<file path="src/rtl/dm_arbiter.sv">
// dm_arbiter: shares one single-port synchronous data SRAM between the core
// data port (master 0) and the loader/DMA port (master 1). Contended cycles
// use weighted priority: master 0 gets CORE_WEIGHT consecutive contended
// grants, then master 1 is forced in. Read data returns one cycle after the
// grant to the master that issued the read.
//
// Optional feature macro: DM_ARB_LOCK_EN
//   When defined, m1_lock lets master 1 hold the SRAM across several grants.
//   When undefined, m1_lock is accepted but ignored and no lock flop exists.
//
// state | meaning
// ------+---------------------------------------------------
// PRI0  | master 0 preferred on contention (reset state)
// PRI1  | master 1 preferred on contention
module dm_arbiter #(
  parameter int WIDTH       = 32,
  parameter int ADDR_WIDTH  = 10,
  parameter int CORE_WEIGHT = 4
) (
  input  logic                  clk,
  input  logic                  rst,
  input  logic                  m0_cs,
  input  logic [WIDTH-1:0]      m0_we,
  input  logic [31:0]           m0_addr,
  input  logic [WIDTH-1:0]      m0_wdata,
  output logic                  m0_gnt,
  output logic                  m0_rvalid,
  output logic [WIDTH-1:0]      m0_rdata,
  input  logic                  m1_cs,
  input  logic [WIDTH-1:0]      m1_we,
  input  logic [31:0]           m1_addr,
  input  logic [WIDTH-1:0]      m1_wdata,
  input  logic                  m1_lock,
  output logic                  m1_gnt,
  output logic                  m1_rvalid,
  output logic [WIDTH-1:0]      m1_rdata,
  output logic                  sram_cs,
  output logic [WIDTH-1:0]      sram_we,
  output logic [ADDR_WIDTH-1:0] sram_addr,
  output logic [WIDTH-1:0]      sram_wdata,
  input  logic [WIDTH-1:0]      sram_rdata
);

  localparam int CNT_W = $clog2(CORE_WEIGHT) + 1;
  localparam logic [CNT_W-1:0] CNT_LAST = CNT_W'(CORE_WEIGHT - 1);

  localparam logic [0:0] PRI0 = 1'b0;
  localparam logic [0:0] PRI1 = 1'b1;

  logic [0:0]       state_q, state_d;
  logic [CNT_W-1:0] run_cnt_q, run_cnt_d;
  logic             locked_q;
  logic             tag_m0_q, tag_m1_q;
  logic             gnt0, gnt1;

  // Byte offsets and address bits above the SRAM depth are dropped on purpose.
  logic unused_bits;
  assign unused_bits = ^{m0_addr[31:ADDR_WIDTH+2], m0_addr[1:0],
                         m1_addr[31:ADDR_WIDTH+2], m1_addr[1:0], m1_lock};

  // Grant decision; forced low while reset is asserted so nothing reaches the SRAM.
  always_comb begin
    gnt0 = 1'b0;
    gnt1 = 1'b0;
    if (rst) begin
      if (locked_q) begin
        gnt1 = m1_cs;
      end else if (m0_cs && m1_cs) begin
        if (state_q == PRI1) gnt1 = 1'b1;
        else                 gnt0 = 1'b1;
      end else begin
        gnt0 = m0_cs;
        gnt1 = m1_cs;
      end
    end
  end

  assign m0_gnt = gnt0;
  assign m1_gnt = gnt1;

  // Next priority state and contended-run counter.
  always_comb begin
    state_d   = state_q;
    run_cnt_d = run_cnt_q;
    if (gnt1) begin
      state_d   = PRI0;
      run_cnt_d = '0;
    end else if (gnt0 && m1_cs) begin
      // A contended master-0 grant only happens from PRI0.
      if (run_cnt_q == CNT_LAST) begin
        state_d   = PRI1;
        run_cnt_d = '0;
      end else begin
        run_cnt_d = run_cnt_q + 1'b1;
      end
    end
  end

  // Priority state and counter registers.
  always_ff @(posedge clk or negedge rst) begin
    if (!rst) begin
      state_q   <= PRI0;
      run_cnt_q <= '0;
    end else begin
      state_q   <= state_d;
      run_cnt_q <= run_cnt_d;
    end
  end

`ifdef DM_ARB_LOCK_EN
  // Lock follows m1_lock on every master-1 grant, so the first unlocked grant releases it.
  always_ff @(posedge clk or negedge rst) begin
    if (!rst)      locked_q <= 1'b0;
    else if (gnt1) locked_q <= m1_lock;
  end
`else
  assign locked_q = 1'b0;
`endif

  // SRAM request mux from whichever master holds the grant.
  always_comb begin
    sram_cs    = gnt0 | gnt1;
    sram_we    = '0;
    sram_addr  = '0;
    sram_wdata = '0;
    if (gnt0) begin
      sram_we    = m0_we;
      sram_addr  = m0_addr[ADDR_WIDTH+1:2];
      sram_wdata = m0_wdata;
    end else if (gnt1) begin
      sram_we    = m1_we;
      sram_addr  = m1_addr[ADDR_WIDTH+1:2];
      sram_wdata = m1_wdata;
    end
  end

  // Read-owner tag: one cycle behind the grant, matching the SRAM latency.
  always_ff @(posedge clk or negedge rst) begin
    if (!rst) begin
      tag_m0_q <= 1'b0;
      tag_m1_q <= 1'b0;
    end else begin
      tag_m0_q <= gnt0 && (m0_we == '0);
      tag_m1_q <= gnt1 && (m1_we == '0);
    end
  end

  assign m0_rvalid = tag_m0_q;
  assign m1_rvalid = tag_m1_q;
  assign m0_rdata  = tag_m0_q ? sram_rdata : '0;
  assign m1_rdata  = tag_m1_q ? sram_rdata : '0;

endmodule

</file>
<file path="config.mk">
export PLATFORM = sky130hd
export DESIGN_NAME = dm_arbiter
export DESIGN_NICKNAME = d
export VERILOG_FILES = /design/src/rtl/dm_arbiter.sv
export SDC_FILE = /design/constraint.sdc
export NUM_CORES = 1
export LEC_CHECK = 0
export ABC_CLOCK_PERIOD_IN_PS = 1700
export BUFFER_PORTS_ARGS = -buffer_cell sky130_fd_sc_hd__buf_2
export CORE_AREA = 2 2 145 147
export DETAILED_ROUTE_END_ITERATION = 6
export DIE_AREA = 0 0 147 149
export HOLD_SLACK_MARGIN = 0.12
export PLACE_DENSITY_LB_ADDON = 0.1
export RECOVER_POWER = 50
export SLEW_MARGIN = 20
export SYNTH_ARGS = -nofsm -noshare
export SYNTH_HDL_FRONTEND = slang
export SYNTH_SLANG_ARGS = --single-unit
</file>
<file path="constraint.sdc">
create_clock -name clk -period 1.7 [get_ports clk]
set_clock_uncertainty 0.2 [all_clocks]
set_input_delay 0.425 -clock clk [delete_from_list [all_inputs] [get_ports clk]]
set_output_delay 0.425 -clock clk [all_outputs]
set_load 0.005 [all_outputs]
</file>
==> results.sh, run 1 <==
export IMPL_number_of_violations_of_the_max_capacitance_limit=0
export IMPL_cts_num_sinks=6
export IMPL_cp_end_kind="output pin"
export IMPL_die_area_um2=21900
export IMPL_global_routing_usage_summed_across_all_routing_layers_pct=9.56
export IMPL_power_clock_fraction_pct=29.7
export IMPL_die_height_um=149
export IMPL_post_drt_wl_per_cell_um=15.3
export IMPL_insertedDiodeCount=0
export IMPL_cts_root_to_sink_buffers=2
export IMPL_sequentialPowerShare_pct=12.4
export IMPL_hpwlAfterDp_mm=10.0
export IMPL_postRouteWirelength_mm=12.7
export IMPL_dpl_worst_slack_ns=-0.406
export IMPL_dp_cells=811
export IMPL_postLayoutCoreUtil_pct=20.5
export IMPL_p_sw_w=0.000409
export IMPL_synth_top_cell_area_share_pct=39.7
export IMPL_cts_buffers=3
export IMPL_tritoncts="built"
export IMPL_top_cells_by_area_synth="sky130_fd_sc_hd__a22o_1, sky130_fd_sc_hd__and2_1, sky130_fd_sc_hd__dfrtp_1"
export IMPL_clockRootBuffer="sky130_fd_sc_hd__clkbuf_16"
export IMPL_via_count=3134
export IMPL_crit_path_max_fo=6
export IMPL_core_area_um2=20600
export IMPL_row_count=53
export IMPL_num_nets_final=788
export IMPL_min_path_type="flop to flop"
export IMPL_number_of_global_route_vias_before_repair=3073
export IMPL_post_route_worst_setup_slack_ns=-0.491
export IMPL_kind_of_start_point_of_the_critical_path="flop"
export IMPL_dr_first_iter_drc_count=61
export IMPL_leakage_nw=2.43
export IMPL_final_min_clock_period_ns=2.19
export IMPL_setup_viols_final=76
export IMPL_finalWeightedCongestion=0.769
export IMPL_grt_setup_unrepaired="yes"
export IMPL_layout_filler_cells=2297
export IMPL_global_route_wire_length_before_repair_mm=16.2
export IMPL_ir_worst_vdd_v=0.000131
export IMPL_internal_power_w=0.000892
export IMPL_failed_checks="negative setup slack"
export IMPL_syn_cell_area_um2=1630
export IMPL_cts_htree_levels=1
export IMPL_drt_pass1_iterations=4
export IMPL_finalHoldViolations=0
export IMPL_fmax_mhz=456
export IMPL_cellPowerDensity_nw_per_um2=308
export IMPL_slew_limit_headroom_pct=70.2
export IMPL_syn_num_nets=440
export IMPL_path_clk_slew_ns=0.04
export IMPL_synth_cell_type_count=23
export IMPL_die_width_um=147
export IMPL_total_power_w=0.00130
export IMPL_start_util_pct=7.94
export IMPL_worst_endpoint_required_ns=1.07
export IMPL_critPathArrivalTime_ns=1.57
export IMPL_synthCells=210
export IMPL_synthesis_yosys_warnings=0
export IMPL_vias_per_std_cell=3.77
export IMPL_status="finished with violations"
export IMPL_gr_total_overflow=0
export IMPL_slew_viol_final=0
export IMPL_crit_type="flop to output pin"
export IMPL_synth_seq_area_share_pct=9.20
export IMPL_post_route_drc_count=0
export IMPL_p_comb_share_pct=57.9
export IMPL_synthToLayoutAreaGrowth_pct=158
export IMPL_switching_share_pct=31.5
export IMPL_grt_antenna_before_repair=1
export IMPL_synth_area_leader="sky130_fd_sc_hd__a22o_1"
export IMPL_drive_gt1_share_pct=69.4
export IMPL_timing_final_crit_share_pct=129
export IMPL_pin_count_of_the_biggest_net_entering_global_routing=34
export IMPL_clkLatencyLatePin_ns=0.23
export IMPL_worst_slew_pin_transition_ns=0.442
export IMPL_synthesis_area_per_instance_um2=7.77
export IMPL_synth_seq_cells=6
export IMPL_ant_nets=0
export IMPL_placement_io_buffers=326
export IMPL_top_level_ports=372
export IMPL_finalNonFillerCells=831
export IMPL_finalSetupTns_ns=-32.99
cells in the final DEF (no fill, tap or decap):
cell type,synthesis,layout
sky130_fd_sc_hd__buf_2,5,314
sky130_fd_sc_hd__a22o_1,74,73
sky130_fd_sc_hd__and2_1,65,51
sky130_fd_sc_hd__nor4_1,16,16
sky130_fd_sc_hd__buf_4,1,16
sky130_fd_sc_hd__and2_4,1,15
sky130_fd_sc_hd__buf_6,10,15
sky130_fd_sc_hd__clkbuf_16,0,8
sky130_fd_sc_hd__buf_12,0,7
sky130_fd_sc_hd__nand2_1,6,6
sky130_fd_sc_hd__dfrtp_1,6,6
sky130_fd_sc_hd__nand4_1,4,4
sky130_fd_sc_hd__buf_16,0,4
sky130_fd_sc_hd__nor3_1,2,2
sky130_fd_sc_hd__o21ai_0,2,2
sky130_fd_sc_hd__nand2_4,0,1
sky130_fd_sc_hd__nand2_2,2,1
sky130_fd_sc_hd__nand2b_4,0,1
sky130_fd_sc_hd__nor2b_4,0,1
sky130_fd_sc_hd__a22o_4,0,1
sky130_fd_sc_hd__nand4b_1,1,1
sky130_fd_sc_hd__o21a_1,1,1
sky130_fd_sc_hd__nand3_1,1,1
sky130_fd_sc_hd__nor2_1,1,1
sky130_fd_sc_hd__nand2b_1,2,1
sky130_fd_sc_hd__inv_1,1,1
sky130_fd_sc_hd__o31ai_1,1,1
sky130_fd_sc_hd__ha_1,1,1
sky130_fd_sc_hd__and2_2,0,1
sky130_fd_sc_hd__dlygate4sd3_1,0,1
sky130_fd_sc_hd__buf_8,0,1
sky130_fd_sc_hd__clkbuf_1,6,1
power groups by stage:
stage               sequential, W  clock (W)  combinational [W]
finish                   0.000162   0.000386           0.000753
detailed placement       0.000163          0           0.000653
floorplan                0.000161          0           0.000230
CTS                      0.000161   0.000396           0.000702
global route             0.000163   0.000400           0.000820
global placement         0.000163          0           0.000650
cell usage after synthesis:
library cell / number
sky130_fd_sc_hd__clkbuf_1: 6
sky130_fd_sc_hd__nor2b_2: 1
sky130_fd_sc_hd__nand3_1: 1
sky130_fd_sc_hd__buf_4: 1
sky130_fd_sc_hd__buf_2: 5
sky130_fd_sc_hd__inv_1: 1
sky130_fd_sc_hd__nand2b_1: 2
sky130_fd_sc_hd__dfrtp_1: 6
sky130_fd_sc_hd__ha_1: 1
sky130_fd_sc_hd__nand4_1: 4
sky130_fd_sc_hd__o21a_1: 1
sky130_fd_sc_hd__a22o_1: 74
sky130_fd_sc_hd__nand2_2: 2
sky130_fd_sc_hd__nor3_1: 2
sky130_fd_sc_hd__buf_6: 10
sky130_fd_sc_hd__o31ai_1: 1
sky130_fd_sc_hd__nor2_1: 1
sky130_fd_sc_hd__nand4b_1: 1
sky130_fd_sc_hd__nand2_1: 6
sky130_fd_sc_hd__o21ai_0: 2
sky130_fd_sc_hd__nor4_1: 16
sky130_fd_sc_hd__and2_4: 1
sky130_fd_sc_hd__and2_1: 65
worst max-delay path, stage by stage (launching register included):
cell and delay, ns:
sky130_fd_sc_hd__dfrtp_1 0.39, sky130_fd_sc_hd__nand2b_4 0.15, sky130_fd_sc_hd__nor2b_4 0.14, sky130_fd_sc_hd__buf_12 0.14
sky130_fd_sc_hd__clkbuf_16 0.16, sky130_fd_sc_hd__a22o_4 0.22, sky130_fd_sc_hd__buf_6 0.12
final cells by class:
cell class | count | area [um^2] | area share, %
multi-input cells | 182 | 1380 | 32.7
inverters | 1 | 3.75 | 0.0890
repair buffers | 364 | 2260 | 53.7
well taps | 275 | 344 | 8.16
flip-flops and latches | 6 | 150 | 3.56
clock buffers | 3 | 75.1 | 1.78
per-layer routing:
metal	track usage, %	routed length (um)	up-vias
met4	2.55	191	2
met5	0	13	-
met3	3.06	1210	12
met1	8.71	4240	1408
met2	20.0	7040	207
li1	-	-	1505
kinds of logic after synthesis:
| kind of cell | Yosys count | share of synthesized area, % |
|---|---|---|
| fa+ha+maj | 1 | 0.767 |
| compound gates | 78 | 41.3 |
| buf+inv | 23 | 10.5 |
| simple gates | 102 | 38.3 |
| flops | 6 | 9.20 |
flip-flops by register name (all words and copies together), names as in the netlist:
signal,cells
m1_rvalid,1
run_cnt_q,3
state_q,1
m0_rvalid,1
final timing paths:
kind,endpoint,cells after the start,startpoint,slack (ns)
min,run_cnt_q[1]$_DFFE_PN0P_,2,run_cnt_q[1]$_DFFE_PN0P_,0.29
min in group asynchronous,state_q$_DFFE_PN0P_,3,rst,0.60
max reg2reg,m0_rvalid$_DFF_PN0_,6,state_q$_DFFE_PN0P_,0.31
max in group asynchronous,m1_rvalid$_DFF_PN0_,3,rst,0.47
max,sram_we[11],6,state_q$_DFFE_PN0P_,-0.49
min reg2reg,run_cnt_q[1]$_DFFE_PN0P_,2,run_cnt_q[1]$_DFFE_PN0P_,0.29
stage by stage:
stage / area (um^2) / hold WS [ns]
after floorplan: 1650 / -0.0706
after global placement: 3660 / 0.191
after detailed placement: 3660 / 0.193
after CTS: 3950 / 0.285
after global routing: 4220 / 0.312
final: 4220 / 0.288
repair_timing:
action	CTS	global route
buffers inserted	3	2
resized for setup	20	23
gates cloned	3	8
hold buffers	1	0
setup endpoints to repair	140	138
pin swaps	0	11
hold endpoints to repair	6	0
(Power assumes the default switching activity.)
==> run 2, diff against run 1 <==
--- a/config.mk
+++ b/config.mk
@@ -8,11 +8,13 @@
 export ABC_CLOCK_PERIOD_IN_PS = 1700
 export BUFFER_PORTS_ARGS = -buffer_cell sky130_fd_sc_hd__buf_2
 export CORE_AREA = 2 2 145 147
+export CTS_CLUSTER_SIZE = 25
 export DETAILED_ROUTE_END_ITERATION = 6
 export DIE_AREA = 0 0 147 149
 export HOLD_SLACK_MARGIN = 0.12
 export PLACE_DENSITY_LB_ADDON = 0.1
 export RECOVER_POWER = 50
+export REMOVE_ABC_BUFFERS = 1
 export SLEW_MARGIN = 20
 export SYNTH_ARGS = -nofsm -noshare
 export SYNTH_HDL_FRONTEND = slang
==> run 2 against run 1 <==
Against the previous run: the flow still finishes with violations (negative setup slack); core utilization is 0.43 points higher; non-clock buffer count shrank 7; sequential power barely moved; global-route usage grew 0.77 points; register-to-register slack worse by 0.12 ns; sequential share of layout area hardly changed; die area unchanged; first-iteration DRC count shrank 39%; via count is 1.7% lower; count of clock-buffer cells in the layout is the same; critical endpoint is now sram_we[3]; largest power group unchanged; highest routed layer is now met4.
==> results.sh, run 2 (same netlist as run 1, synthesis figures left out) <==
export IMPL_status="finished with violations"
export IMPL_failed_checks="negative setup slack"
export IMPL_r2r_setup_slack_ns=0.19
export IMPL_die_area_um2=21900
export IMPL_max_flop_register="run_cnt_q"
export IMPL_finalWeightedCongestion=0.825
export IMPL_path_clk_slew_ns=0.03
export IMPL_die_height_um=149
export IMPL_grt_setup_unrepaired="yes"
export IMPL_switching_share_pct=31.5
export IMPL_crit_type="flop to output pin"
export IMPL_crit_path_max_fo=37
export IMPL_worst_endpoint_required_ns=1.07
export IMPL_via_count=3082
export IMPL_ir_worst_vdd_v=0.000211
export IMPL_critPathArrivalTime_ns=1.52
export IMPL_clkLatencyLatePin_ns=0.23
export IMPL_cts_num_sinks=6
export IMPL_leakage_nw=2.39
export IMPL_core_area_um2=20600
export IMPL_postLayoutCoreUtil_pct=20.9
export IMPL_start_util_pct=7.94
export IMPL_slew_viol_final=0
export IMPL_number_of_violations_of_the_max_capacitance_limit=0
export IMPL_post_route_drc_count=0
export IMPL_timing_rr_end="run_cnt_q[2]$_DFFE_PN0P_"
export IMPL_finalSetupTns_ns=-33.29
export IMPL_kind_of_start_point_of_the_critical_path="flop"
export IMPL_drive_gt1_share_pct=73.0
export IMPL_timing_reg2reg_worst_path_depth=6
export IMPL_dp_cells=808
export IMPL_largest_register_ffs=3
export IMPL_dr_first_iter_drc_count=37
export IMPL_cts_htree_levels=1
export IMPL_setup_viols_final=109
export IMPL_pin_count_of_the_biggest_net_entering_global_routing=38
export IMPL_vias_per_std_cell=3.74
export IMPL_placement_io_buffers=326
export IMPL_postRouteWirelength_mm=13.0
export IMPL_mostFrequentLayoutCells="sky130_fd_sc_hd__buf_2, sky130_fd_sc_hd__a22o_1, sky130_fd_sc_hd__buf_6"
export IMPL_row_count=53
export IMPL_regToRegStartpoint="state_q$_DFFE_PN0P_"
export IMPL_insertedDiodeCount=0
export IMPL_standard_cell_area_after_detailed_placement_um2=3640
export IMPL_p_sw_w=0.000394
export IMPL_cp_end_kind="output pin"
export IMPL_sequentialPowerShare_pct=12.9
export IMPL_cellPowerDensity_nw_per_um2=291
export IMPL_global_route_wire_length_before_repair_mm=17.3
export IMPL_finalHoldViolations=0
export IMPL_fmax_mhz=467
export IMPL_dpl_worst_slack_ns=-0.384
export IMPL_drt_pass1_iterations=4
export IMPL_worst_slew_pin_transition_ns=0.527
export IMPL_top_level_ports=372
export IMPL_leading_cell_type_in_the_layout_fill_and_taps_excluded="sky130_fd_sc_hd__buf_2"
export IMPL_finalNonFillerCells=823
export IMPL_hpwlAfterDp_mm=11.0
export IMPL_post_drt_wl_per_cell_um=15.8
export IMPL_p_comb_share_pct=57.0
export IMPL_final_min_clock_period_ns=2.14
export IMPL_critical_path_startpoint="state_q$_DFFE_PN0P_"
export IMPL_die_width_um=147
export IMPL_cts_root_to_sink_buffers=2
export IMPL_post_route_worst_setup_slack_ns=-0.443
export IMPL_clockRootBuffer="sky130_fd_sc_hd__clkbuf_16"
export IMPL_global_routing_usage_summed_across_all_routing_layers_pct=10.3
export IMPL_ant_nets=0
export IMPL_power_clock_fraction_pct=30.1
export IMPL_endpoint="sram_we[3]"
export IMPL_timing_final_crit_share_pct=126
export IMPL_hold_critical_path_depth=2
export IMPL_cts_buffers=3
export IMPL_synthToLayoutAreaGrowth_pct=164
export IMPL_internal_power_w=0.000858
export IMPL_slew_limit_headroom_pct=64.6
export IMPL_gr_total_overflow=0
export IMPL_num_nets_final=780
export IMPL_grt_antenna_before_repair=0
export IMPL_number_of_global_route_vias_before_repair=2975
export IMPL_post_route_cell_area_um2=4300
export IMPL_min_path_type="flop to flop"
export IMPL_tritoncts="built"
## run 2: what timing repair did
item / 4_1_cts / 5_1_grt
hold buffers: 1 / 0
endpoints found under the setup margin: 110 / 139
cloned: 5 / 1
pin swaps: 13 / 21
hold endpoints to repair: 6 / 0
gates resized for setup: 40 / 65
buffers inserted: 2 / 3
## run 2: worst min-delay path by stage
stage                                        start                       end
after floorplan                                rst       m0_rvalid$_DFF_PN0_
after detailed placement                       rst  run_cnt_q[0]$_DFFE_PN0P_
after global routing      run_cnt_q[2]$_DFFE_PN0P_  run_cnt_q[2]$_DFFE_PN0P_
after CTS                 run_cnt_q[2]$_DFFE_PN0P_  run_cnt_q[2]$_DFFE_PN0P_
after global placement                         rst  run_cnt_q[0]$_DFFE_PN0P_
final                     run_cnt_q[2]$_DFFE_PN0P_  run_cnt_q[2]$_DFFE_PN0P_
## run 2: critical path, stage by stage (launching register included)
cell,delay [ns]
sky130_fd_sc_hd__dfrtp_1,0.38
sky130_fd_sc_hd__nand2b_4,0.14
sky130_fd_sc_hd__nor2b_4,0.22
sky130_fd_sc_hd__buf_12,0.22
sky130_fd_sc_hd__a22o_1,0.18
sky130_fd_sc_hd__buf_2,0.12
## run 2: power groups by stage
stage,sequential [W],combinational [W],clock [W]
floorplan,0.000161,0.000198,0
global placement,0.000163,0.000655,0
detailed placement,0.000163,0.000664,0
CTS,0.000161,0.000715,0.000385
global route,0.000163,0.000774,0.000397
finish,0.000162,0.000713,0.000377
## run 2: layout make-up
type / count / area [um^2]
clock buffer: 3 / 75.1
fill: 2322 / 16300
inverter: 1 / 3.75
multi-input combinational: 181 / 1410
sequential: 6 / 151
tap: 275 / 344
timing repair buffer: 357 / 2320
## run 2: metal layers
metal	track usage, %	share of wire, %	up-vias
met3	3.24	9.7	6
met5	0	0	-
li1	-	-	1488
met1	9.76	33	1381
met4	2.69	1.5	0
met2	21.3	56	207
## run 2: stage by stage
step	total power [W]	hold slack, ns
after floorplan	0.000359	-0.0706
after global placement	0.000818	0.202
after detailed placement	0.000827	0.189
after CTS	0.00126	0.296
after global routing	0.00133	0.313
final	0.00125	0.292
